$ cat src/rtl/fnd_scan_controller.sv
// Multiplexed common-anode 7-segment scanner with per-frame input snapshot,
// leading-zero blanking, per-digit blink/dp and 16-level PWM brightness.

module fnd_digit_font (
   input  logic [3:0] nibble,
   input  logic       lz_blank,
   input  logic       blink_blank,
   input  logic       dot,
   output logic [7:0] font
);
   logic [6:0] seg;

   always_comb begin
      case (nibble)
         4'h0: seg = 7'h40;
         4'h1: seg = 7'h79;
         4'h2: seg = 7'h24;
         4'h3: seg = 7'h30;
         4'h4: seg = 7'h19;
         4'h5: seg = 7'h12;
         4'h6: seg = 7'h02;
         4'h7: seg = 7'h78;
         4'h8: seg = 7'h00;
         4'h9: seg = 7'h10;
         4'hA: seg = 7'h08;
         4'hB: seg = 7'h03;
         4'hC: seg = 7'h46;
         4'hD: seg = 7'h21;
         4'hE: seg = 7'h06;
         default: seg = 7'h0E;
      endcase
      // a blanked digit keeps its dp unless the blink also hides it
      font = {~dot | blink_blank, (lz_blank | blink_blank) ? 7'h7F : seg};
   end
endmodule

module fnd_scan_controller #(
   parameter int NUM_DIGITS   = 4,
   parameter int SUB_DIV      = 6250,
   parameter int BLINK_FRAMES = 125
) (
   input  logic                    clk,
   input  logic                    rst,
   input  logic [4*NUM_DIGITS-1:0] digits,
   input  logic [NUM_DIGITS-1:0]   dot_mask,
   input  logic [NUM_DIGITS-1:0]   blink_mask,
   input  logic                    lzb_en,
   input  logic [3:0]              brightness,
   output logic [7:0]              fnd_font,
   output logic [NUM_DIGITS-1:0]   fnd_comm,
   output logic                    frame_start
);
   localparam int PW = (SUB_DIV > 1) ? $clog2(SUB_DIV) : 1;
   localparam int IW = $clog2(NUM_DIGITS);
   localparam int FW = (BLINK_FRAMES > 1) ? $clog2(BLINK_FRAMES) : 1;

   typedef struct packed {
      logic [NUM_DIGITS-1:0][3:0] dig;
      logic [NUM_DIGITS-1:0]      dot;
      logic [NUM_DIGITS-1:0]      blink;
      logic                       lzb;
      logic [3:0]                 bright;
   } snap_t;

   snap_t                       snap;
   logic [PW-1:0]               pre;
   logic [3:0]                  sub;
   logic [IW-1:0]               idx;
   logic [FW-1:0]               fcnt;
   logic                        phase;
   logic                        sub_tick;
   logic                        take_snap;
   logic                        lit;
   logic                        zero_run;
   logic [NUM_DIGITS-1:0]       lz_blank;
   logic [NUM_DIGITS-1:0][7:0]  slot_font;

   assign sub_tick  = (pre == PW'(SUB_DIV - 1));
   assign take_snap = sub_tick && (sub == 4'd0) && (idx == '0);
   assign lit       = (sub != 4'd0) && (sub <= snap.bright);

   always_ff @(posedge clk or negedge rst) begin
      if (!rst) begin
         pre <= '0;
         sub <= '0;
         idx <= '0;
      end else begin
         pre <= sub_tick ? '0 : pre + 1'b1;
         if (sub_tick) begin
            sub <= sub + 1'b1;
            if (sub == 4'hF)
               idx <= (idx == IW'(NUM_DIGITS - 1)) ? '0 : idx + 1'b1;
         end
      end
   end

   // snapshot once per frame, at the first lit sub-tick of digit 0
   always_ff @(posedge clk or negedge rst) begin
      if (!rst) begin
         snap        <= '0;
         fcnt        <= '0;
         phase       <= 1'b0;
         frame_start <= 1'b0;
      end else begin
         frame_start <= take_snap;
         if (take_snap) begin
            snap <= {digits, dot_mask, blink_mask, lzb_en, brightness};
            if (fcnt == FW'(BLINK_FRAMES - 1)) begin
               fcnt  <= '0;
               phase <= ~phase;
            end else begin
               fcnt <= fcnt + 1'b1;
            end
         end
      end
   end

   always_comb begin
      lz_blank = '0;
      zero_run = snap.lzb;
      for (int i = NUM_DIGITS - 1; i > 0; i--) begin
         zero_run    = zero_run && (snap.dig[i] == 4'd0);
         lz_blank[i] = zero_run;
      end
   end

   for (genvar g = 0; g < NUM_DIGITS; g++) begin : g_dig
      fnd_digit_font u_font (
         .nibble      (snap.dig[g]),
         .lz_blank    (lz_blank[g]),
         .blink_blank (phase & snap.blink[g]),
         .dot         (snap.dot[g]),
         .font        (slot_font[g])
      );
   end

   always_ff @(posedge clk or negedge rst) begin
      if (!rst) begin
         fnd_font <= 8'hFF;
         fnd_comm <= '1;
      end else if (lit) begin
         fnd_font <= slot_font[idx];
         fnd_comm <= ~(NUM_DIGITS'(1) << idx);
      end else begin
         fnd_font <= 8'hFF;
         fnd_comm <= '1;
      end
   end
endmodule

$ cat config.mk
export PLATFORM = sky130hd
export DESIGN_NAME = fnd_scan_controller
export DESIGN_NICKNAME = d
export VERILOG_FILES = /design/src/rtl/fnd_scan_controller.sv
export SDC_FILE = /design/constraint.sdc
export NUM_CORES = 1
export LEC_CHECK = 0
export CAP_MARGIN = 10
export CORE_ASPECT_RATIO = 1.1
export CORE_UTILIZATION = 50
export DETAILED_ROUTE_END_ITERATION = 12
export PLACE_DENSITY = 0.7
export SYNTH_ARGS = -nofsm -noshare
export SYNTH_HDL_FRONTEND = slang
export SYNTH_SLANG_ARGS = --single-unit
$ cat constraint.sdc
create_clock -name clk -period 2.8 [get_ports clk]
set_input_delay 0.7 -clock clk [delete_from_list [all_inputs] [get_ports clk]]
set_output_delay 0.7 -clock clk [all_outputs]
set_load 0.02 [all_outputs]
==> run metrics <==
Worst-path clk slew=around 0.08 ns; Syn Area/Cell=about 9 um^2; ANT nets after route=0; DRT Pass-1 Iters=4; port buffer count=43; Mapped Cells=between 400 and 500; Die Y=between 90 and 100 um; clock sinks=around 70; Place WS=approximately 0.52 ns; synth warn=0; residual DRC count=0; Yosys cell types=50; GRT Util Overall=0.2307; Row Count=34; first-pass GRT wire length=approximately 15000 um; asr flop ratio synth=1.000; Worst Path Required=slightly above 3 ns; Crit. End Element=flop; Post-Synth XOR/XNOR Area=0.03182; CTS Hold Bufs=0; largest family of logic cells by synthesized area=simple AND/OR/NAND/NOR gates; Least-Margin Pin Slew=~0.7 ns; setup tns final=0 ns; slew margin rel.=0.5372; Seq/Total Area, Yosys=0.4218; IO Count=between 40 and 50; Die Span X=just under 90 um; post-cts resize count=0; via count=~3300; PwrDens=roughly 400 mW/mm^2; worst reg2reg path endpoint=fnd_font[5]; nets@finish=563; final hold viol count=0; min Tclk post-route=around 2.3 ns; worst setup path category=flop to flop; r2r setup slk=0.50 ns; worst r2r src=snap[25]; die area=between 0.008 and 0.009 mm^2; mux cell area share after synthesis=0.04485; post-DR vias/cell=5.456; skew final=0.01218 ns; Synth Cell Area=0.004129 mm^2; worst-path maximum fanout=7; top cell type's share of synthesized area=0.3455; initial antenna violation count=0; Reg area=~0.0017 mm^2; postcts setup bufs=0; initial core utilization=0.5190; Post-Synthesis Net Count=roughly 530; Ant. Diodes=0; clock root cell=clkbuf_8; routability congestion estimate from global placement=just over 0.8; DP Area=between 0.004 and 0.005 mm^2; Max-cap violations=0; RSZ-0062 raised after global routing=no; EDFF count, synth=0; HPWL Detailed=about 6400 um; post-synthesis simple-gate area fraction=0.1927; Synth area leaders=dfrtp_1 35%, ha_1 11%, nand2_1 8.3%; synth cell count leaders=91 x nand2_1, 57 x dfrtp_1, 42 x o21ai_0; CP arrival=around 2.5 ns; leakage power=between 2 and 2.5 nW; core area=0.007955 mm^2; FILL cells=approximately 710; post-synthesis adder-cell area fraction=0.1091; Post-Route WL=just under 9000 um; vias in the first global route=between 3000 and 4000; R2R cell count=7; largest net degree at the start of global routing=between 40 and 50; design area=0.004858 mm^2; final setup vio count=0; share of cells above drive strength 1=0.09980; routed len/inst=about 15 um; CP startpoint kind=flop; Compound-Gate Fraction of Synth Area=0.1509; synthesis-to-finish area growth=17.67%; Power Total=1.930 mW; Num CTS Buffers=9; CTS tree=done; ys flop type=dfrtp_1; Final period util=0.8218; Max clock buf depth=2; fin util=0.6107; post-synth top area cell=dfrtp_1; Clock H-tree levels=3; final worst slack=roughly 0.50 ns; VDD IR max=between 0.4 and 0.5 mV; Hold Crit Class=primary input to asynchronous set/reset pin; Iter 0 DRT Violations=around 170; multi-input logic area=between 0.002 and 0.0025 mm^2; max frequency=~430 MHz; Yosys reg bits=roughly 70; Worst-Skew Late Latency=around 0.35 ns; grt ovf=0; most common cell in the netlist=nand2_1; run status=finished clean; pins over their slew limit=0
where the power goes:
part,internal (mW),total (mW),switching [mW],leakage (nW)
clock,0.484,0.869,0.385,0.106
combinational,0.0388,0.0646,0.0258,1.30
sequential,0.997,0.997,0,0.757
total,1.52,1.93,0.411,2.16
stage by stage:
step / hold slack (ns) / instances
floorplan: 0.4044 / 460
global placement: 0.4452 / 593
detailed placement: 0.4564 / 593
CTS: 0.3504 / 609
global route: 0.3699 / 609
finish: 0.3418 / 609
final cells by class:
cell class,count,share of cell area
clock inverters,3,0.008756
repair buffers,49,0.09941
well taps,108,0.02781
clock buffers,13,0.03477
flip-flops and latches,69,0.3585
multi-input cells,340,0.4499
inverters,27,0.02086
state kept, by name, indices dropped and copies added, names as in the netlist:
register	count
fcnt	7
fnd_comm	4
fnd_font	8
frame_start	1
idx	2
phase	1
pre	13
snap	29
sub	4
worst max-delay path, cell delays in order (launching register included):
cell and delay [ns]:
dfrtp_1 0.43, inv_1 0.14, ha_1 0.22, and4bb_2 0.31, nand2_1 0.12, o211ai_1 0.50, a311oi_1 0.11, o311ai_0 0.36
worst max-delay path by stage:
stage                        start          end
final                     snap[25]  fnd_font[5]
after global routing      snap[25]  fnd_font[5]
after CTS                 snap[25]  fnd_font[5]
after detailed placement  snap[25]  fnd_font[5]
after global placement    snap[25]  fnd_font[5]
after floorplan             pre[9]       idx[0]
per-layer routing:
metal	vias to the layer above	part of all wire	global-route usage
met2	64	0.50	0.3775
met4	0	0.014	0.07444
met1	1597	0.45	0.3025
met3	12	0.035	0.04758
li1	1650	-	-
met5	-	0	0
kinds of logic (layout without fill, tap and decap cells):
group,Yosys count,count (layout)
AO/OA/AOI/OAI,102,102
XOR/XNOR,15,15
adder cells (fa/ha/maj),36,36
buffers and inverters,51,92
flip-flops,69,69
multiplexers,15,15
AND/OR/NAND/NOR,172,172
cells in the final DEF (no fill, tap or decap), types with 4 or more instances in the layout:
cell              n
nand4_1           4
nor2_1           30
clkbuf_8         12
o21ai_0          42
nand2_1          91
mux2i_1           5
o221ai_1          4
nand3b_1          4
xor2_1            6
a21oi_1          20
nor2b_1           7
nand3_1          16
dfrtp_1          57
dfstp_2          12
buf_4             5
and3_1            4
clkdlybuf4s50_1  42
mux2_2            8
ha_1             36
o211ai_1          8
xnor2_1           9
inv_1            26
No activity file was read; power rests on OpenSTA's default activity.
